**src/rtl/uart_tx_arbiter.sv**
```systemverilog
// uart_tx_arbiter
//   Round-robin arbiter that lets N packet requesters share one UART transmit FIFO.
//   A requester holds the grant for a whole packet. The grant is released on the
//   byte marked last, on a forced release after max_len bytes, or on an abort after
//   the granted requester has stalled for timeout cycles. The search for the next
//   winner starts just above the requester that was granted most recently.
//
// Ports
//   clk       : clock, all state updates on the rising edge
//   reset     : asynchronous active-low reset
//   req       : per-requester byte valid / packet in progress
//   data      : requester i byte at data[i*dbits +: dbits]
//   last      : per-requester last-byte marker, qualified by req
//   ack       : one-hot byte-accepted strobe (combinational)
//   tx_full   : UART transmit FIFO full flag
//   wr_uart   : UART FIFO write strobe (combinational)
//   wr_data   : byte to the UART FIFO (combinational mux of the granted requester)
//   busy      : high while a grant is held
//   grant_id  : index of the current or most recent grant
//   err       : one-cycle pulse after a timeout abort or a max_len forced release
module uart_tx_arbiter #(
  parameter int N       = 4,
  parameter int dbits   = 8,
  parameter int max_len = 16,
  parameter int timeout = 255,
  localparam int GW     = (N > 1) ? $clog2(N) : 1
) (
  input  logic               clk,
  input  logic               reset,
  input  logic [N-1:0]       req,
  input  logic [N*dbits-1:0] data,
  input  logic [N-1:0]       last,
  output logic [N-1:0]       ack,
  input  logic               tx_full,
  output logic               wr_uart,
  output logic [dbits-1:0]   wr_data,
  output logic               busy,
  output logic [GW-1:0]      grant_id,
  output logic               err
);

  localparam int CW = $clog2(max_len + 1);
  localparam int SW = GW + 1;

  typedef enum logic [0:0] {
    S_IDLE = 1'b0,
    S_SEND = 1'b1
  } state_t;

  state_t        state_q, state_d;
  logic [GW-1:0] grant_q, grant_d;
  logic [GW-1:0] ptr_q, ptr_d;
  logic [CW-1:0] cnt_q, cnt_d;
  logic [7:0]    stall_q, stall_d;
  logic          busy_q, busy_d;
  logic          err_q, err_d;

  logic          accept_s;
  logic          found_s;
  logic [GW-1:0] winner_s;
  logic [GW-1:0] next_ptr_s;
  logic [SW-1:0] cand_s;

  // Round-robin search: first set req bit at or above ptr, wrapping past N-1.
  always_comb begin
    winner_s = '0;
    found_s  = 1'b0;
    cand_s   = '0;
    for (int k = 0; k < N; k++) begin
      cand_s = {1'b0, ptr_q} + SW'(k);
      if (cand_s >= SW'(N)) begin
        cand_s = cand_s - SW'(N);
      end else begin
        cand_s = cand_s;
      end
      if (!found_s && req[cand_s[GW-1:0]]) begin
        found_s  = 1'b1;
        winner_s = cand_s[GW-1:0];
      end else begin
        found_s = found_s;
      end
    end
  end

  // Pointer value used after any release: one above the requester just served.
  always_comb begin
    if (grant_q == GW'(N - 1)) begin
      next_ptr_s = '0;
    end else begin
      next_ptr_s = grant_q + GW'(1);
    end
  end

  // Byte-accept strobe, one-hot ack and data mux toward the UART FIFO.
  always_comb begin
    accept_s = 1'b0;
    ack      = '0;
    wr_data  = '0;
    if (state_q == S_SEND) begin
      accept_s = req[grant_q] && !tx_full;
      for (int i = 0; i < N; i++) begin
        if (grant_q == GW'(i)) begin
          ack[i]  = accept_s;
          wr_data = data[i*dbits +: dbits];
        end else begin
          ack[i] = 1'b0;
        end
      end
    end else begin
      accept_s = 1'b0;
    end
  end

  assign wr_uart = accept_s;

  // Next-state logic for the grant, pointer, byte counter and stall counter.
  always_comb begin
    state_d = state_q;
    grant_d = grant_q;
    ptr_d   = ptr_q;
    cnt_d   = cnt_q;
    stall_d = stall_q;
    busy_d  = busy_q;
    err_d   = 1'b0;
    case (state_q)
      S_IDLE: begin
        // The grant is only decided here, so the first byte is accepted a cycle later.
        if (found_s) begin
          state_d = S_SEND;
          grant_d = winner_s;
          busy_d  = 1'b1;
          cnt_d   = '0;
          stall_d = '0;
        end else begin
          busy_d = 1'b0;
        end
      end
      S_SEND: begin
        if (accept_s) begin
          stall_d = '0;
          // The max_len-th byte closes the packet even without last, and flags it.
          if (last[grant_q] || (cnt_q == CW'(max_len - 1))) begin
            state_d = S_IDLE;
            busy_d  = 1'b0;
            ptr_d   = next_ptr_s;
            cnt_d   = '0;
            err_d   = !last[grant_q];
          end else begin
            cnt_d = cnt_q + CW'(1);
          end
        end else if (!req[grant_q]) begin
          // Requester went quiet: count it, abort once the count reaches timeout.
          if (stall_q == 8'(timeout - 1)) begin
            state_d = S_IDLE;
            busy_d  = 1'b0;
            ptr_d   = next_ptr_s;
            cnt_d   = '0;
            stall_d = '0;
            err_d   = 1'b1;
          end else begin
            stall_d = stall_q + 8'd1;
          end
        end else begin
          // FIFO backpressure is not the requester's fault: stall count holds.
          stall_d = stall_q;
        end
      end
      default: begin
        state_d = S_IDLE;
        busy_d  = 1'b0;
      end
    endcase
  end

  // State and registered outputs; reset returns to IDLE with the pointer at requester 0.
  always_ff @(posedge clk or negedge reset) begin
    if (!reset) begin
      state_q <= S_IDLE;
      grant_q <= '0;
      ptr_q   <= '0;
      cnt_q   <= '0;
      stall_q <= '0;
      busy_q  <= 1'b0;
      err_q   <= 1'b0;
    end else begin
      state_q <= state_d;
      grant_q <= grant_d;
      ptr_q   <= ptr_d;
      cnt_q   <= cnt_d;
      stall_q <= stall_d;
      busy_q  <= busy_d;
      err_q   <= err_d;
    end
  end

  assign busy     = busy_q;
  assign grant_id = grant_q;
  assign err      = err_q;

endmodule

```
**config.mk**
```make
export PLATFORM = sky130hd
export DESIGN_NAME = uart_tx_arbiter
export DESIGN_NICKNAME = d
export VERILOG_FILES = /design/src/rtl/uart_tx_arbiter.sv
export SDC_FILE = /design/constraint.sdc
export NUM_CORES = 1
export LEC_CHECK = 0
export BUFFER_PORTS_ARGS = -buffer_cell sky130_fd_sc_hd__buf_2
export CAP_MARGIN = 25
export CELL_PAD_IN_SITES_DETAIL_PLACEMENT = 0
export CELL_PAD_IN_SITES_GLOBAL_PLACEMENT = 1
export CORE_MARGIN = 2
export CORE_UTILIZATION = 39
export CTS_BUF_LIST = sky130_fd_sc_hd__clkbuf_8
export CTS_CLUSTER_DIAMETER = 50
export DETAILED_ROUTE_END_ITERATION = 10
export GPL_TIMING_DRIVEN = 0
export HOLD_SLACK_MARGIN = 0.06
export PLACE_DENSITY = 0.84
export SLEW_MARGIN = 20
export SYNTH_ARGS = -nofsm -noshare
export SYNTH_HDL_FRONTEND = slang
export SYNTH_SLANG_ARGS = --single-unit
```
**constraint.sdc**
```tcl
create_clock -name clk -period 3.75 [get_ports clk]
set_input_delay 0 -clock clk [delete_from_list [all_inputs] [get_ports clk]]
set_output_delay 0 -clock clk [all_outputs]
set_load 0.03 [all_outputs]
```
==> results by group <==
Logic synthesis
  – Avg Cell Area, Syn: 8.54 um^2
  – Most frequent cell after synthesis: dfrtp_1
  – Asr flop ratio synth: 100%
  – Leading area contributor after synthesis: dfrtp_1
  – Sequential area share after synthesis: 31.8%
  – Top_reg_cell synth: dfrtp_1
  – Post-synth cell types: 42
  – FF+latch count, synth: 20
  – EDFF count, synth: 0
  – Largest cells by area after synthesis: dfrtp_1, ha_1, a21oi_1, a221oi_1, nor3_1
  – Mapped Area: about 1600 um^2
  – Synth Warn #: 0
  – Post-synthesis instance total: ~180
  – Top cells by count, synth: dfrtp_1, a21oi_1, nor2_1, nor3_1, o21ai_0
  – Top-area cell type share of the netlist area: a little under a third
  – Syn nets: about 240

Route
  – Routed Antenna Nets: 0
  – Routed vias/inst: about 5.4
  – Residual DRC: 0
  – DR vias: about 1600
  – DR iter-0 viols: 73
  – Drt pass-1 iters: 4
  – Drt total wl: 4.00 mm
  – Routed WL per cell: around 13 um

Status
  – Status: completed

STA
  – Tmin final: 2540 ps
  – Slew margin rel.: 39.4%
  – Setup Skew: approximately 5.5 ps
  – Sum Neg Setup Slack: 0 ps
  – Final setup vio count: 0
  – Final period util: 67.9%
  – Max-slew violation count: 0
  – Final Hold Violating Endpoints: 0
  – Max Fclk: about 390 MHz
  – RSZ-0062 raised after global routing: false
  – Tightest Pin Transition: 900 ps

Cells and area
  – Non-filler cells, final: approximately 300
  – Final instance area: about 2000 um^2
  – Final net count: 300
  – Share of layout cells above drive strength 1: 29.8%
  – Fin util: between 50 and 60%
  – Area grow syn2layout: 27.9%
  – Antenna cells: 0
  – Fillers: about 400

Floorplanning
  – Core area: around 4000 um^2
  – Io pins: 60
  – Die width: 67.5 um
  – # rows: 23
  – Die H: ~67 um
  – Full die area: 4550 um^2
  – Initial cell density of the core: 39.9%

Critical path
  – WP buf/inv: 5
  – Startpoint type of the worst setup path: register
  – CP top delay family: buffers and inverters
  – CP max stage cell: dfrtp_1
  – CP peak stage delay: between 400 and 500 ps
  – Critical path type: register to output pin
  – Crit-path cells: buf_2, inv_1, ha_1, clkbuf_1, nor2b_1, clkbuf_1, a221oi_1, nor3_1, a21oi_1, nor2_1, buf_2
  – CP endpoint kind: output pin
  – CP required: about 3800 ps
  – Worst EP arrival: between 2000 and 3000 ps
  – Crit path max fanout: 10

GRT
  – Initial antenna violation count: 0
  – GRT Overall Usage: between 10% and 20%
  – Number of global-route vias before repair: about 1300
  – Total gr overflow: 0
  – Pin count of the biggest net entering global routing: 21
  – Global-route wire length before repair: around 6.1 mm

Clock network
  – Clock slew at reported path FFs: roughly 70 ps
  – CTS Buf Count: 3
  – Setup Fix Bufs, Post-CTS: 0
  – CTS sink count: 20
  – Clock tree buffer depth: 2
  – CTS Hold Bufs: 1
  – H-tree depth: 1
  – Root Driver: clkbuf_8
  – CTS tree: built
  – Post-CTS Resized: 0
  – Worst skew pair latency: 260 ps

Pwr
  – Leakage: 0.963 nW
  – Logic pwr share: a little under two thirds
  – Sequential share of power: between 20% and 30%
  – Switch share: about half
  – Pwr/cell area: roughly 760 nW/um^2
  – Sw Pwr: ~0.75 mW
  – Peak VDD IR: approximately 0.28 mV
  – Int Power: 0.770 mW
  – Clock power frac: around 14%

Hold path
  – Worst hold-check path type: input pin to register

Place
  – RePlAce Congestion: between 0.7 and 0.8
  – Input/output buffers: between 50 and 60
  – Placed Instance Area: between 1500 and 2000 um^2
  – Dpl cells: ~300
  – DP Wirelength: approximately 3 mm

Job
  – Maxcap violations: 0
final cells by class:
class	instances	area, um^2	area share [%]
Buffer	11	57.6	2.86
Multi-Input combinational cell	144	980	48.7
Clock inverter	1	30.0	1.49
Timing Repair Buffer	60	305	15.2
Tap cell	50	62.6	3.11
Clock buffer	3	41.3	2.05
Inverter	9	33.8	1.68
Sequential cell	20	500	24.9
worst paths after layout:
kind | cells past startpoint | end | slack (ps) | from
min in group asynchronous | 2 | cnt_q[1]$_DFFE_PN0P_ | 210 | reset
setup reg to reg | 8 | ptr_q[0]$_DFFE_PN0P_ | 1470 | cnt_q[0]$_DFFE_PN0P_
hold / removal | 3 | grant_id[1]$_DFFE_PN0P_ | 70 | req[3]
max in group asynchronous | 2 | ptr_q[0]$_DFFE_PN0P_ | 3220 | reset
setup / recovery | 11 | wr_data[1] | 1210 | grant_id[1]$_DFFE_PN0P_
hold reg to reg | 1 | stall_q[7]$_DFFE_PN0P_ | 490 | stall_q[7]$_DFFE_PN0P_
layout by cell type, fill, tap and decap left out, types with 4 or more instances in the layout:
master     n
dfrtp_1   20
nand3_1    4
nor2b_1   10
ha_1       8
a21oi_1   14
o21ai_0   13
inv_1      9
nor2_1    14
mux2i_1    4
buf_2     60
and3_1     7
a221oi_1   8
nor3_1    13
clkbuf_1   8
nand2_1    9
cells by family (layout without fill, tap and decap cells):
kind of cell / count (synthesis) / in the layout / synth area share, %
fa+ha+maj: 8 / 8 / 6.37
simple gates: 72 / 72 / 24.4
compound gates: 54 / 54 / 23.9
mux: 8 / 8 / 6.61
xor+xnor: 2 / 2 / 1.11
buf+inv: 20 / 84 / 5.81
flops: 20 / 20 / 31.8
layer usage:
metal | GRT usage [%] | wire, um | vias up
met5 | 0 | 0 | -
li1 | - | - | 809
met2 | 26.7 | 1900 | 38
met4 | 5.10 | 56 | 0
met1 | 25.7 | 1890 | 744
met3 | 2.17 | 157 | 7
through the flow:
step	power (mW)	hold slack, ps	setup slack [ps]
detailed placement	1.31	-16.4	1460
finish	1.52	69.1	1210
global route	1.65	111	957
floorplan	1.06	-296	1490
global placement	1.30	-18.1	1510
CTS	1.53	70.1	1190
power by group through the flow:
| stage | Clock, mW | Sequential, mW | Combinational (mW) |
|---|---|---|---|
| 2_1_floorplan | 0 | 0.347 | 0.714 |
| 3_3_place_gp | 0 | 0.332 | 0.967 |
| 3_5_place_dp | 0 | 0.331 | 0.975 |
| 4_1_cts | 0.224 | 0.329 | 0.976 |
| 5_1_grt | 0.232 | 0.339 | 1.08 |
| 6_report | 0.219 | 0.329 | 0.972 |
worst reg2reg max path: cells and delay by family (launching register included):
kind                       cells  cell delay, ps
buffers and inverters          1             130
muxes                          1             280
adders and majority gates      2             440
and+or+nand+nor                3             710
DFF                            1             410
AOI/OAI and AO/OA              1             190
flip-flops by register name, summed over array words and instances (netlist names):
name / cells
busy: 1
err: 1
cnt_q: 5
grant_id: 2
ptr_q: 2
state_q: 1
stall_q: 8
Power figures use the tool's default switching activity.
